### config.mk
export PLATFORM = sky130hd
export DESIGN_NAME = mux_demux_rx
export DESIGN_NICKNAME = d
export VERILOG_FILES = /design/src/rtl/mux_pkg.sv /design/src/rtl/sat_counter.sv /design/src/rtl/mux_demux_rx.sv
export SDC_FILE = /design/constraint.sdc
export NUM_CORES = 1
export LEC_CHECK = 0
export CAP_MARGIN = 30
export CORE_AREA = 5 5 61 63
export CTS_CLUSTER_SIZE = 24
export DETAILED_ROUTE_END_ITERATION = 16
export DIE_AREA = 0 0 66 68
export PLACE_DENSITY = 0.76
export SYNTH_ARGS = -nofsm -noshare
export SYNTH_HDL_FRONTEND = slang
export SYNTH_SLANG_ARGS = --single-unit
### constraint.sdc
create_clock -name clk -period 1.5 [get_ports clk]
set_input_delay 0.225 -clock clk [delete_from_list [all_inputs] [get_ports clk]]
set_output_delay 0.225 -clock clk [all_outputs]
set_load 0.005 [all_outputs]
### src/rtl/mux_pkg.sv
// Purpose : shared types and constants for the 2-channel select path.
// Contents: demux_state_t (receive FSM encoding), SEL_A / SEL_B channel tags.
package mux_pkg;

   typedef enum logic [1:0] {
      WAIT_A,
      WAIT_B,
      FULL
   } demux_state_t;

   localparam logic SEL_A = 1'b0;
   localparam logic SEL_B = 1'b1;

endpackage

### src/rtl/sat_counter.sv
// Purpose : up-counter that sticks at all-ones instead of wrapping.
// Ports   : clk, rst_n (async active-low), inc (count enable), count (registered value).
module sat_counter #(
   parameter int unsigned CNT_W = 8
) (
   input  logic             clk,
   input  logic             rst_n,
   input  logic             inc,
   output logic [CNT_W-1:0] count
);

   logic [CNT_W-1:0] r_count;

   // Hold once every bit is set.
   always_ff @(posedge clk or negedge rst_n) begin
      if (!rst_n) begin
         r_count <= '0;
      end else if (inc && (r_count != {CNT_W{1'b1}})) begin
         r_count <= r_count + CNT_W'(1);
      end
   end

   assign count = r_count;

endmodule

### src/rtl/mux_demux_rx.sv
// Purpose : receive end of the 2:1 select path. Re-assembles a-then-b tagged
//           words into {a, b} pairs on a valid/ready port, flags and counts
//           out-of-order tags and resynchronises after each one.
// Ports   : clk, rst_n (async active-low)
//           in_valid/in_ready/in_sel/in_data  - tagged word input (sel 0 = a, 1 = b)
//           pair_valid/pair_ready/pair_a/pair_b - re-assembled pair output
//           seq_err    - one-cycle pulse per out-of-order accepted word
//           pair_count - pairs delivered (wraps); err_count - errors (saturates)
module mux_demux_rx
   import mux_pkg::*;
#(
   parameter int unsigned W     = 4,
   parameter int unsigned CNT_W = 8
) (
   input  logic             clk,
   input  logic             rst_n,
   input  logic             in_valid,
   output logic             in_ready,
   input  logic             in_sel,
   input  logic [W-1:0]     in_data,
   output logic             pair_valid,
   input  logic             pair_ready,
   output logic [W-1:0]     pair_a,
   output logic [W-1:0]     pair_b,
   output logic             seq_err,
   output logic [CNT_W-1:0] pair_count,
   output logic [CNT_W-1:0] err_count
);

   demux_state_t     r_state;
   demux_state_t     w_state_nxt;
   logic             r_in_ready;
   logic             r_pair_valid;
   logic [W-1:0]     r_a;
   logic [W-1:0]     r_b;
   logic             r_seq_err;
   logic [CNT_W-1:0] r_pair_count;

   logic             w_acc;
   logic             w_take;
   logic             w_load_a;
   logic             w_load_b;
   logic             w_err;

   assign w_acc  = in_valid & r_in_ready;
   assign w_take = r_pair_valid & pair_ready;

   // State register
   always_ff @(posedge clk or negedge rst_n) begin
      if (!rst_n) begin
         r_state <= WAIT_A;
      end else begin
         r_state <= w_state_nxt;
      end
   end

   // Next-state logic
   always_comb begin
      w_state_nxt = r_state;
      case (r_state)
         WAIT_A: begin
            if (w_acc && (in_sel == SEL_A)) begin
               w_state_nxt = WAIT_B;
            end
         end
         WAIT_B: begin
            if (w_acc && (in_sel == SEL_B)) begin
               w_state_nxt = FULL;
            end
         end
         FULL: begin
            if (w_take) begin
               w_state_nxt = WAIT_A;
            end
         end
         default: w_state_nxt = WAIT_A;
      endcase
   end

   // Datapath controls decoded from state and the current accept
   always_comb begin
      w_load_a = 1'b0;
      w_load_b = 1'b0;
      w_err    = 1'b0;
      case (r_state)
         WAIT_A: begin
            if (w_acc) begin
               w_load_a = (in_sel == SEL_A);
               w_err    = (in_sel == SEL_B);
            end
         end
         WAIT_B: begin
            // A repeated a word replaces the held one: newest a wins.
            if (w_acc) begin
               w_load_a = (in_sel == SEL_A);
               w_load_b = (in_sel == SEL_B);
               w_err    = (in_sel == SEL_A);
            end
         end
         default: begin
            w_load_a = 1'b0;
         end
      endcase
   end

   // Handshake flags registered from the next state so they track r_state
   // exactly, with no combinational path from pair_ready to in_ready.
   always_ff @(posedge clk or negedge rst_n) begin
      if (!rst_n) begin
         r_in_ready   <= 1'b1;
         r_pair_valid <= 1'b0;
         r_seq_err    <= 1'b0;
      end else begin
         r_in_ready   <= (w_state_nxt != FULL);
         r_pair_valid <= (w_state_nxt == FULL);
         r_seq_err    <= w_err;
      end
   end

   // Pair holding registers
   always_ff @(posedge clk or negedge rst_n) begin
      if (!rst_n) begin
         r_a <= '0;
         r_b <= '0;
      end else begin
         if (w_load_a) begin
            r_a <= in_data;
         end
         if (w_load_b) begin
            r_b <= in_data;
         end
      end
   end

   // Delivered-pair counter, wraps
   always_ff @(posedge clk or negedge rst_n) begin
      if (!rst_n) begin
         r_pair_count <= '0;
      end else if (w_take) begin
         r_pair_count <= r_pair_count + CNT_W'(1);
      end
   end

   sat_counter #(
      .CNT_W (CNT_W)
   ) u_err_cnt (
      .clk   (clk),
      .rst_n (rst_n),
      .inc   (w_err),
      .count (err_count)
   );

   assign in_ready   = r_in_ready;
   assign pair_valid = r_pair_valid;
   assign pair_a     = r_a;
   assign pair_b     = r_b;
   assign seq_err    = r_seq_err;
   assign pair_count = r_pair_count;

endmodule

* Yosys cells after proc, flatten, opt, wreduce, memory -nomap -nowiden
Index checks and enable logic that the tools add are counted.
** Word-level totals
- Register bits after elaboration :: 29
- Output and inout port bits :: 27
- Input port bits :: 9
** Operators by class
- Add/sub/neg operators :: 2
- Reduce and logical (&&, ||, !) cells :: 5
- Mux-type cells :: 9
- Bitwise logic cells :: 3
- Equal/unequal tests :: 5
** Operators by type and width (count)
- adder 8 x 1 -> 8 bit, second input constant :: 2
- inequality test 8 bit, second input constant :: 1
- two-way mux 2 bit :: 3
- one-hot mux 2 bit (3 select lines) :: 1
- equality test 2 bit, second input constant :: 2
- two-way mux 1 bit :: 4
- logical AND 1 bit :: 3
- bitwise AND 1 bit :: 2
- equality test 2 x 1 -> 1 bit, second input constant :: 1
- zero test 2 bit :: 1
- inequality test 2 bit, second input constant :: 1
- one-hot mux 1 bit (2 select lines) :: 1
- OR reduction 2 bit :: 1
- NOT 1 bit :: 1

* Longest topological paths before layout
Gate-level depths: netlist of run 1.
- Depth in word-level cells :: 5
- Mapped depth :: 5

* Modules after synthesis
From an unflattened synthesis of run 1, not the netlist that was laid out.
** Unflattened totals
- Cell total of the unflattened synthesis :: 97
- Area, all modules :: 1310.0 sq um
** By module, submodules not included
- mux_demux_rx :: area each 902.1 sq um, cells an instance 63, instances 1
- sat_counter :: area each 407.9 sq um, cells an instance 34, instances 1

* Least setup slack after synthesis of run 1
No wires, ideal clock.
- Kind :: register -> register
- Start :: register u_err_cnt.r_count[0] (netlist: u_err_cnt.count[0])
- End :: register u_err_cnt.r_count[1] (netlist: u_err_cnt.count[1])
- Library setup time :: 0.125 ns
- Clock period less this slack :: 1.608 ns
- Path slack :: -0.108 ns
- Stages on the path, launching flop included :: 5
- Buffers on the path :: 0
- Data arrival time :: 1.483 ns
- Required time :: 1.375 ns
- Cell sequence :: dfrtp_1 ha_1 and3_1 a211oi_2 mux2_2
** Between the ends
- Cells in the longest elaborated chain, start to end :: 2
- Elaborated cells on any way between the ends :: 3
** RTL lines
- from (decl) :: line sat_counter.sv:12 : logic [CNT_W-1:0] r_count;
- from (signal assigned) :: line sat_counter.sv:19 : r_count <= r_count + CNT_W'(1);
- parallel branches: the longest is 2 deep, another holds adder 8 x 1 -> 8 bit
Several ways; the timed one is not identified.
A chain may end at the register's enable or synchronous reset.

* Worst setup path after layout of run 1
Same ends and word-level chain as after synthesis.

==> results.sh, run 1 <==
export IMPL_synthMuxAreaShare=0.101
export IMPL_path_max_fanout=4
export IMPL_tightest_slew_ps=459
export IMPL_p_leak_nw=0.939
export IMPL_fin_crit_ps=1490
export IMPL_synth_top_family_by_area="simple AND/OR/NAND/NOR gates"
export IMPL_cts_tree="built"
export IMPL_slew_violations=0
export IMPL_cts_max_path_buffers=2
export IMPL_synth_async_reset_ratio=1.00
export IMPL_syn_inst=94
export IMPL_arrival_ps=1700
export IMPL_synthXorXnorAreaFrac=0.0932
export IMPL_yosysTopAreaCellShare=0.574
export IMPL_io_buffers=35
export IMPL_grt_pass1_wl_um=4840
export IMPL_syn_nets=105
export IMPL_diodes=0
export IMPL_cts_buffers=5
export IMPL_dpl_hpwl_um=2030
export IMPL_met1_usage=0.175
export IMPL_critical_path_startpoint_type="register"
export IMPL_synth_compound_area_frac=0.0441
export IMPL_nets=176
export IMPL_reg2reg_from="u_err_cnt.count[0]$_DFFE_PN0P_"
export IMPL_cellPowerDensity_nw_per_um2=1680
export IMPL_gr_usage_met3=0.0657
export IMPL_yosysMostFrequentCell="dfrtp_1"
export IMPL_fin_cells=212
export IMPL_clk_pin_slew_ps=90
export IMPL_final_layout_size_suffix_gt1_frac=0.355
export IMPL_grt_busiest_layer="met2"
export IMPL_coreArea_um2=3180
export IMPL_vias=997
export IMPL_slew_headroom=0.692
export IMPL_critPathKind="register to register"
export IMPL_grt_pass1_vias=1006
export IMPL_drt_initial_drc_count=60
export IMPL_io_pins=36
export IMPL_synthToLayoutAreaGrowth_pct=59.2
export IMPL_ys_types=21
export IMPL_worstPathRequired_ps=1710
export IMPL_clkSinkCount=29
export IMPL_crit_start="u_err_cnt.count[0]$_DFFE_PN0P_"
export IMPL_antenna_found_initial=0
export IMPL_row_count=21
export IMPL_finalCritPeriodShare=0.990
export IMPL_gp_congestion=0.806
export IMPL_yosys_area_top_type="dfrtp_1"
export IMPL_grt_max_degree=30
export IMPL_finClkSkew_ps=12.8
export IMPL_overflow=0
export IMPL_start_util=0.384
export IMPL_routed_wl_um=2850
export IMPL_crit_reg2reg_capture="u_err_cnt.count[1]$_DFFE_PN0P_"
export IMPL_synth_edf_count=0
export IMPL_critPathCaptureType="register"
export IMPL_reg2reg_depth=4
export IMPL_setup_viol=0
export IMPL_ys_seq_area_frac=0.595
export IMPL_gr_usage_met2=0.237
export IMPL_dieArea_um2=4490
export IMPL_insertion_delay_ps=330
export IMPL_worstSetupEndpoint="u_err_cnt.count[1]$_DFFE_PN0P_"
export IMPL_ctsHoldBuffers=0
export IMPL_synthSimpleGateAreaFrac=0.136
export IMPL_cts_root_buffer="clkbuf_4"
export IMPL_syn_area_um2=1220
export IMPL_final_area_um2=1940
export IMPL_die_x_um=66
export IMPL_place_inst=190
export IMPL_drcViolationCount=0
export IMPL_hold_viol=0
export IMPL_ant_nets=0
export IMPL_post_dp_cell_area_um2=1760
export IMPL_synth_seq_cells=29
export IMPL_h_tree_depth=2
export IMPL_dr_pass1_iters=4
export IMPL_hold_class="primary input to async pin"
export IMPL_fmax_ghz=0.673
export IMPL_die_h_um=68
export IMPL_wl_per_cell_um=13.5
export IMPL_r2r_setup_slack_ps=10
export IMPL_outcome="complete, no violations"
export IMPL_yosys_area_share_adder=0.0205
export IMPL_viasPerCell=4.70
export IMPL_rsz0062_at_grt="true"
export IMPL_synth_commonest_cells="dfrtp_1, xnor2_1, mux2_2, nand2_1"
export IMPL_grt_usage=0.146
export IMPL_synthFlopType="dfrtp_1"
export IMPL_ys_warn_count=0
export IMPL_syn_area_per_cell_um2=13.0
export IMPL_peakVddDrop_mv=0.852
export IMPL_synth_area_top_cells="dfrtp_1, mux2_2, xnor2_1, nand4_1, nand2_1"
export IMPL_drv_cap=0
==> flip-flops by register name, summed over array words and instances (netlist names) <==
signal and cells:
pair_count 8, r_state 2, in_ready 1, u_err_cnt.count 8
pair_valid 1, seq_err 1, pair_b 4, pair_a 4
==> placed cells by master (no fill, tap or decap), types with 2 or more instances in the layout <==
master            n
dlygate4sd2_1     7
dfrtp_2           2
dlymetal6s2s_1    5
nand3_1           2
clkbuf_8          2
inv_1             3
xnor2_1          12
clkdlybuf4s50_1  23
nor2_1            5
buf_4            29
clkbuf_4          5
mux2_2           10
and4_1            2
dfrtp_1          26
nand4_1           6
a21oi_1           2
a31o_2            2
nand2_1           8
==> critical path, cell delays in order (launching register included) <==
cell and delay, ps:
dfrtp_1 390, ha_2 190, and3_4 180, a211oi_4 290
mux2_4 330
==> what timing repair did <==
action | 4_1_cts | 5_1_grt
buffers inserted | 9 | 5
setup endpoints to repair | 14 | 17
gates resized for setup | 9 | 6
cloned | 0 | 0
pin swaps | 2 | 1
==> area by class of cell <==
cell class | instances | area [um^2]
Inverter | 3 | 11.3
Timing Repair Buffer | 64 | 572
Clock buffer | 7 | 65.1
Multi-Input combinational cell | 62 | 504
Clock inverter | 1 | 5.00
Tap cell | 46 | 57.6
Sequential cell | 29 | 729
Fill cell | 283 | 1230
==> cell families after synthesis <==
logic type	count (synthesis)
AO/OA/AOI/OAI	7
XOR/XNOR	13
adder cells (fa/ha/maj)	2
buffers and inverters	3
flip-flops	29
multiplexers	11
AND/OR/NAND/NOR	29
==> stage by stage <==
stage	hold WS (ps)	total power, mW	utilization	setup slack (ps)	setup TNS (ps)
2_1_floorplan	-70.6	1.82	-	-30.8	-30.8
3_3_place_gp	462	2.59	0.554	-160	-2030
3_5_place_dp	464	2.64	0.554	-200	-2540
4_1_cts	276	3.28	0.595	0.970	0
5_1_grt	283	3.54	0.612	-45.9	-131
6_report	271	3.27	0.612	14.6	0
==> where the power goes <==
group / switching, mW / internal, mW
Combinational: 0.562 / 0.935
Sequential: 0.166 / 1.07
Clock: 0.272 / 0.271
Total: 1.00 / 2.27
==> per-layer routing <==
layer | share of wire | wire (um)
met5 | 0 | 0
met3 | 0.072 | 206
met4 | 0.012 | 35
met2 | 0.52 | 1480
met1 | 0.40 | 1140
==> how the worst min path moves through the flow <==
stage	slack [ps]	from	cells after the start	endpoint
2_1_floorplan	-70	rst_n	0	pair_a[0]$_DFFE_PN0P_
4_1_cts	280	rst_n	2	pair_b[0]$_DFFE_PN0P_
3_3_place_gp	460	pair_count[7]$_DFFE_PN0P_	1	pair_count[7]$_DFFE_PN0P_
3_5_place_dp	460	pair_count[7]$_DFFE_PN0P_	1	pair_count[7]$_DFFE_PN0P_
6_report	270	rst_n	2	pair_count[7]$_DFFE_PN0P_
5_1_grt	280	rst_n	2	pair_count[7]$_DFFE_PN0P_
Power figures use the tool's default switching activity.
==> run 2, diff against run 1 <==
--- a/config.mk
+++ b/config.mk
@@ -11,6 +11,7 @@
 export DETAILED_ROUTE_END_ITERATION = 16
 export DIE_AREA = 0 0 66 68
 export PLACE_DENSITY = 0.76
+export RECOVER_POWER = 50
 export SYNTH_ARGS = -nofsm -noshare
 export SYNTH_HDL_FRONTEND = slang
 export SYNTH_SLANG_ARGS = --single-unit
==> run 2 against run 1 <==
Setup slack is essentially flat; clock power shrank 1%; final area shrank 0.64%; sequential power is essentially flat; worst hold slack gained 210 ps; total power shrank 0.35%; global-route usage is the same; sequential share of layout area grew 0.24 points; wire length shrank 1.3%; non-clock buffer count is the same; critical path depth is the same.
==> results.sh, run 2 (synthesized netlist as in run 1, its figures left out) <==
export IMPL_utilization=0.608
export IMPL_antenna_found_initial=0
export IMPL_slowest_delay_ps=390
export IMPL_rsz0062_at_grt="true"
export IMPL_crit_family="flip-flops"
export IMPL_coreArea_um2=3180
export IMPL_drcViolationCount=0
export IMPL_slowest_stage="dfrtp_1"
export IMPL_gp_congestion=0.806
export IMPL_hold_class="primary input to async pin"
export IMPL_insertion_delay_ps=320
export IMPL_r2r_setup_slack_ps=10
export IMPL_die_h_um=68
export IMPL_critical_path_startpoint_type="register"
export IMPL_nFillCells=283
export IMPL_setup_viol=0
export IMPL_start_util=0.384
export IMPL_cellPowerDensity_nw_per_um2=1690
export IMPL_die_x_um=66
export IMPL_reg2reg_from="u_err_cnt.count[0]$_DFFE_PN0P_"
export IMPL_io_pins=36
export IMPL_dr_pass1_iters=4
export IMPL_setup_slack_ps=14.6
export IMPL_diodes=0
export IMPL_tightest_slew_ps=718
export IMPL_clk_pin_slew_ps=90
export IMPL_cts_tree="built"
export IMPL_fin_crit_ps=1490
export IMPL_p_leak_nw=0.890
export IMPL_nets=176
export IMPL_dieArea_um2=4490
export IMPL_final_layout_size_suffix_gt1_frac=0.355
export IMPL_h_tree_depth=2
export IMPL_synthToLayoutAreaGrowth_pct=58.2
export IMPL_dpl_hpwl_um=2030
export IMPL_cts_buffers=5
export IMPL_critPathCaptureType="register"
export IMPL_arrival_ps=1690
export IMPL_grt_max_degree=30
export IMPL_drt_initial_drc_count=66
export IMPL_row_count=21
export IMPL_grt_usage=0.146
export IMPL_clkSinkCount=29
export IMPL_fmax_ghz=0.673
export IMPL_drv_cap=0
export IMPL_grt_pass1_wl_um=4840
export IMPL_wl_per_cell_um=13.3
export IMPL_place_ws_ps=-200
export IMPL_crit_reg2reg_capture="u_err_cnt.count[1]$_DFFE_PN0P_"
export IMPL_finClkSkew_ps=7.13
export IMPL_overflow=0
export IMPL_io_buffers=35
export IMPL_hold_viol=0
export IMPL_routed_wl_um=2820
export IMPL_critPathKind="register to register"
export IMPL_multi_input_area_um2=504
export IMPL_cp_cell_sequence="ha_2 > and3_4 > a211oi_4 > mux2_4"
export IMPL_reg2reg_depth=4
export IMPL_final_cell_mix="buf_4, dfrtp_1, clkdlybuf4s50_1, xnor2_1, mux2_2"
export IMPL_cts_max_path_buffers=2
export IMPL_viasPerCell=4.68
export IMPL_ant_nets=0
export IMPL_slew_headroom=0.521
export IMPL_vias=993
export IMPL_grt_pass1_vias=1006
export IMPL_regArea_um2=729
export IMPL_crit_buf_inv=0
export IMPL_peakVddDrop_mv=0.863
export IMPL_finalCritPeriodShare=0.990
export IMPL_worstPathRequired_ps=1710
export IMPL_path_max_fanout=4
export IMPL_mostFrequentLayoutCell="buf_4"
export IMPL_slew_violations=0
export IMPL_cts_root_buffer="clkbuf_4"
export IMPL_outcome="complete, no violations"
[run 2: cell types whose count changed in the layout (fill, tap and decap cells not counted)]
cell,delta
buf_4,-2
clkbuf_4,+1
dlymetal6s2s_1,-4
clkdlybuf4s25_1,+4
clkbuf_2,+1
clkdlybuf4s50_1,-1
dlygate4sd3_1,+1
[run 2: power by group]
group	switching (mW)	total [mW]	internal (mW)
Combinational	0.561	1.49	0.931
Clock	0.264	0.535	0.271
Sequential	0.168	1.23	1.07
[run 2: final cells by class]
cell class                      count  area share
Clock buffer                        7      0.0337
Timing Repair Buffer               64       0.290
Clock inverter                      1     0.00259
Tap cell                           46      0.0298
Inverter                            3     0.00583
Multi-Input combinational cell     62       0.261
Sequential cell                    29       0.378
[run 2: worst max-delay path by stage]
stage / startpoint / end / slack, ps / depth (start not counted)
floorplan: u_err_cnt.count[1]$_DFFE_PN0P_ / u_err_cnt.count[1]$_DFFE_PN0P_ / -30 / 4
global placement: in_sel / u_err_cnt.count[1]$_DFFE_PN0P_ / -160 / 4
detailed placement: in_sel / u_err_cnt.count[1]$_DFFE_PN0P_ / -200 / 4
CTS: u_err_cnt.count[0]$_DFFE_PN0P_ / u_err_cnt.count[1]$_DFFE_PN0P_ / 1 / 4
global route: u_err_cnt.count[0]$_DFFE_PN0P_ / u_err_cnt.count[3]$_DFFE_PN0P_ / -50 / 5
finish: u_err_cnt.count[0]$_DFFE_PN0P_ / u_err_cnt.count[1]$_DFFE_PN0P_ / 10 / 4
[run 2: timing repair]
| item | 4_1_cts | 5_1_grt |
|---|---|---|
| pin swaps | 2 | 1 |
| cloned | 0 | 0 |
| gates resized for setup | 9 | 6 |
| setup buffers | 9 | 5 |
| hold buffers | 0 | 0 |
| setup endpoints to repair | 14 | 17 |
[run 2: layer usage]
layer / up-vias / GRT usage / wire [um]
met5: - / 0 / 0
met4: 0 / 0.0482 / 21
met3: 3 / 0.0657 / 177
met2: 28 / 0.237 / 1480
met1: 484 / 0.175 / 1140
li1: 478 / - / -
[run 2: through the flow]
stage,hold slack [ps],cells,cell area [um^2],total power [mW],TNS (ps)
finish,478,212,1930,3.26,0
global route,511,212,1930,3.54,-131
CTS,276,207,1890,3.28,0
detailed placement,464,190,1760,2.64,-2540
global placement,462,190,1760,2.59,-2030
floorplan,-70.6,94,1240,1.82,-30.8
==> run 3, diff against run 2 <==
==> constraint.sdc (replaced) <==
create_clock -name clk -period 1.5 [get_ports clk]
set_input_delay 0.225 -clock clk [delete_from_list [all_inputs] [get_ports clk]]
set_output_delay 0.225 -clock clk [all_outputs]
set_load 0.01 [all_outputs]
==> run 3 against run 2 <==
The flow now finishes with violations (setup timing); utilization decreased by 2.2 points; final cell count down 4.2%; sequential power is 7% higher; wire length increased by 8.6%; maximum frequency decreased by 2.7%; highest routed layer unchanged.
==> results.sh, run 3 (synthesized netlist as in run 1, its figures left out) <==
export IMPL_slowest_delay_ps=440
export IMPL_utilization=0.586
export IMPL_peakVddDrop_mv=0.890
export IMPL_setup_viol=2
export IMPL_coreArea_um2=3180
export IMPL_worstPathRequired_ps=1720
export IMPL_cellPowerDensity_nw_per_um2=1720
export IMPL_insertion_delay_ps=320
export IMPL_hold_class="primary input to async pin"
export IMPL_io_buffers=35
export IMPL_nFillCells=280
export IMPL_overflow=0
export IMPL_finClkSkew_ps=5.19
export IMPL_critPathKind="register to register"
export IMPL_gp_congestion=0.821
export IMPL_setup_slack_ps=-26.6
export IMPL_die_h_um=68
export IMPL_fin_crit_ps=1530
export IMPL_cts_tree="built"
export IMPL_row_count=21
export IMPL_hold_viol=0
export IMPL_fmax_ghz=0.655
export IMPL_crit_family="flip-flops"
export IMPL_crit_start="u_err_cnt.count[1]$_DFFE_PN0P_"
export IMPL_cp_cell_sequence="ha_4 > and3_4 > a211oi_4 > nand4_1 > xnor2_1"
export IMPL_cts_buffers=5
export IMPL_critPathCaptureType="register"
export IMPL_reg2reg_from="u_err_cnt.count[1]$_DFFE_PN0P_"
export IMPL_place_ws_ps=-194
export IMPL_drt_initial_drc_count=34
export IMPL_h_tree_depth=2
export IMPL_ant_nets=0
export IMPL_arrival_ps=1750
export IMPL_drcViolationCount=0
export IMPL_ctsHoldBuffers=0
export IMPL_slew_headroom=0.553
export IMPL_antenna_found_initial=0
export IMPL_die_x_um=66
export IMPL_start_util=0.384
export IMPL_slew_violations=0
export IMPL_multi_input_area_um2=519
export IMPL_io_pins=36
export IMPL_dpl_hpwl_um=2180
export IMPL_regArea_um2=733
export IMPL_vias=966
export IMPL_dr_pass1_iters=4
export IMPL_violations="setup timing"
export IMPL_dieArea_um2=4490
export IMPL_synthToLayoutAreaGrowth_pct=52.6
export IMPL_finalCritPeriodShare=1.02
export IMPL_grt_pass1_vias=1047
export IMPL_outcome="finished with violations"
export IMPL_diodes=0
export IMPL_cts_root_buffer="clkbuf_4"
export IMPL_rsz0062_at_grt="true"
export IMPL_grt_pass1_wl_um=4960
export IMPL_clkSinkCount=29
export IMPL_slowest_stage="dfrtp_2"
export IMPL_routed_wl_um=3060
export IMPL_grt_max_degree=15
export IMPL_cts_max_path_buffers=2
export IMPL_final_layout_size_suffix_gt1_frac=0.306
export IMPL_p_leak_nw=0.876
export IMPL_nets=167
export IMPL_viasPerCell=4.76
export IMPL_wl_per_cell_um=15.1
export IMPL_grt_usage=0.148
export IMPL_crit_buf_inv=0
export IMPL_mostFrequentLayoutCell="dfrtp_1"
export IMPL_drv_cap=0
export IMPL_final_cell_mix="dfrtp_1, clkdlybuf4s50_1, buf_4, xnor2_1"
export IMPL_critical_path_startpoint_type="register"
export IMPL_clk_pin_slew_ps=90
export IMPL_tightest_slew_ps=669
export IMPL_path_max_fanout=4
export IMPL_final_setup_tns_ps=-30.1
[run 3: cell types whose count changed in the layout (fill, tap and decap cells not counted), moves of 2 or more]
cell | before | now
clkbuf_1 | 0 | 5
clkbuf_8 | 2 | 0
clkdlybuf4s25_1 | 4 | 2
dlymetal6s2s_1 | 1 | 4
dlygate4sd2_1 | 7 | 10
dfrtp_1 | 26 | 23
buf_4 | 27 | 17
dfrtp_2 | 2 | 5
clkdlybuf4s50_1 | 22 | 18
[run 3: worst paths after layout]
kind / cells past startpoint / end / slack, ps
setup / recovery: 5 / u_err_cnt.count[3]$_DFFE_PN0P_ / -30
hold reg to reg: 1 / pair_count[7]$_DFFE_PN0P_ / 470
max in group asynchronous: 2 / pair_count[0]$_DFFE_PN0P_ / 260
hold / removal: 1 / pair_count[7]$_DFFE_PN0P_ / 250
min in group clk: 1 / pair_count[7]$_DFFE_PN0P_ / 470
setup reg to reg: 5 / u_err_cnt.count[3]$_DFFE_PN0P_ / -30
[run 3: per-stage QoR]
step / std cells / hold WS, ps / instance area, um^2 / total power, mW
after CTS: 203 / 216 / 1860 / 3.25
after global placement: 189 / 462 / 1780 / 2.71
after detailed placement: 189 / 462 / 1780 / 2.79
after floorplan: 94 / -70.6 / 1250 / 1.95
after global routing: 203 / 256 / 1860 / 3.42
final: 203 / 251 / 1860 / 3.21
[run 3: worst reg2reg max path, stage by stage (launching register included)]
cell	delay [ps]
dfrtp_2	440
ha_4	170
and3_4	180
a211oi_4	290
nand4_1	170
xnor2_1	200
[run 3: cell type report]
type	instances	share of cell area
timing repair buffer	55	0.265
multi-input combinational	62	0.279
tap	46	0.0309
sequential	29	0.394
clock buffer	8	0.0262
inverter	3	0.00604
[run 3: per-layer routing]
layer,GRT usage,wire (um),part of all wire,vias up
met2,0.262,1560,0.51,28
met3,0.0575,155,0.051,6
met4,0.0558,57,0.019,0
li1,-,-,-,453
met5,0,0,0,-
met1,0.162,1280,0.42,479
[run 3: power by group]
part           switching (mW)  leakage, nW  total, mW  internal (mW)
sequential              0.233        0.361       1.31           1.08
combinational           0.619        0.489       1.46          0.844
clock                   0.254       0.0265      0.441          0.187
total                    1.11        0.876       3.21           2.11
[run 3: what timing repair did]
action,CTS,global route
gates cloned,0,0
resized for setup,13,7
endpoints found under the setup margin,19,16
setup buffers,6,0
pin swaps,1,1
hold endpoints to repair,0,0
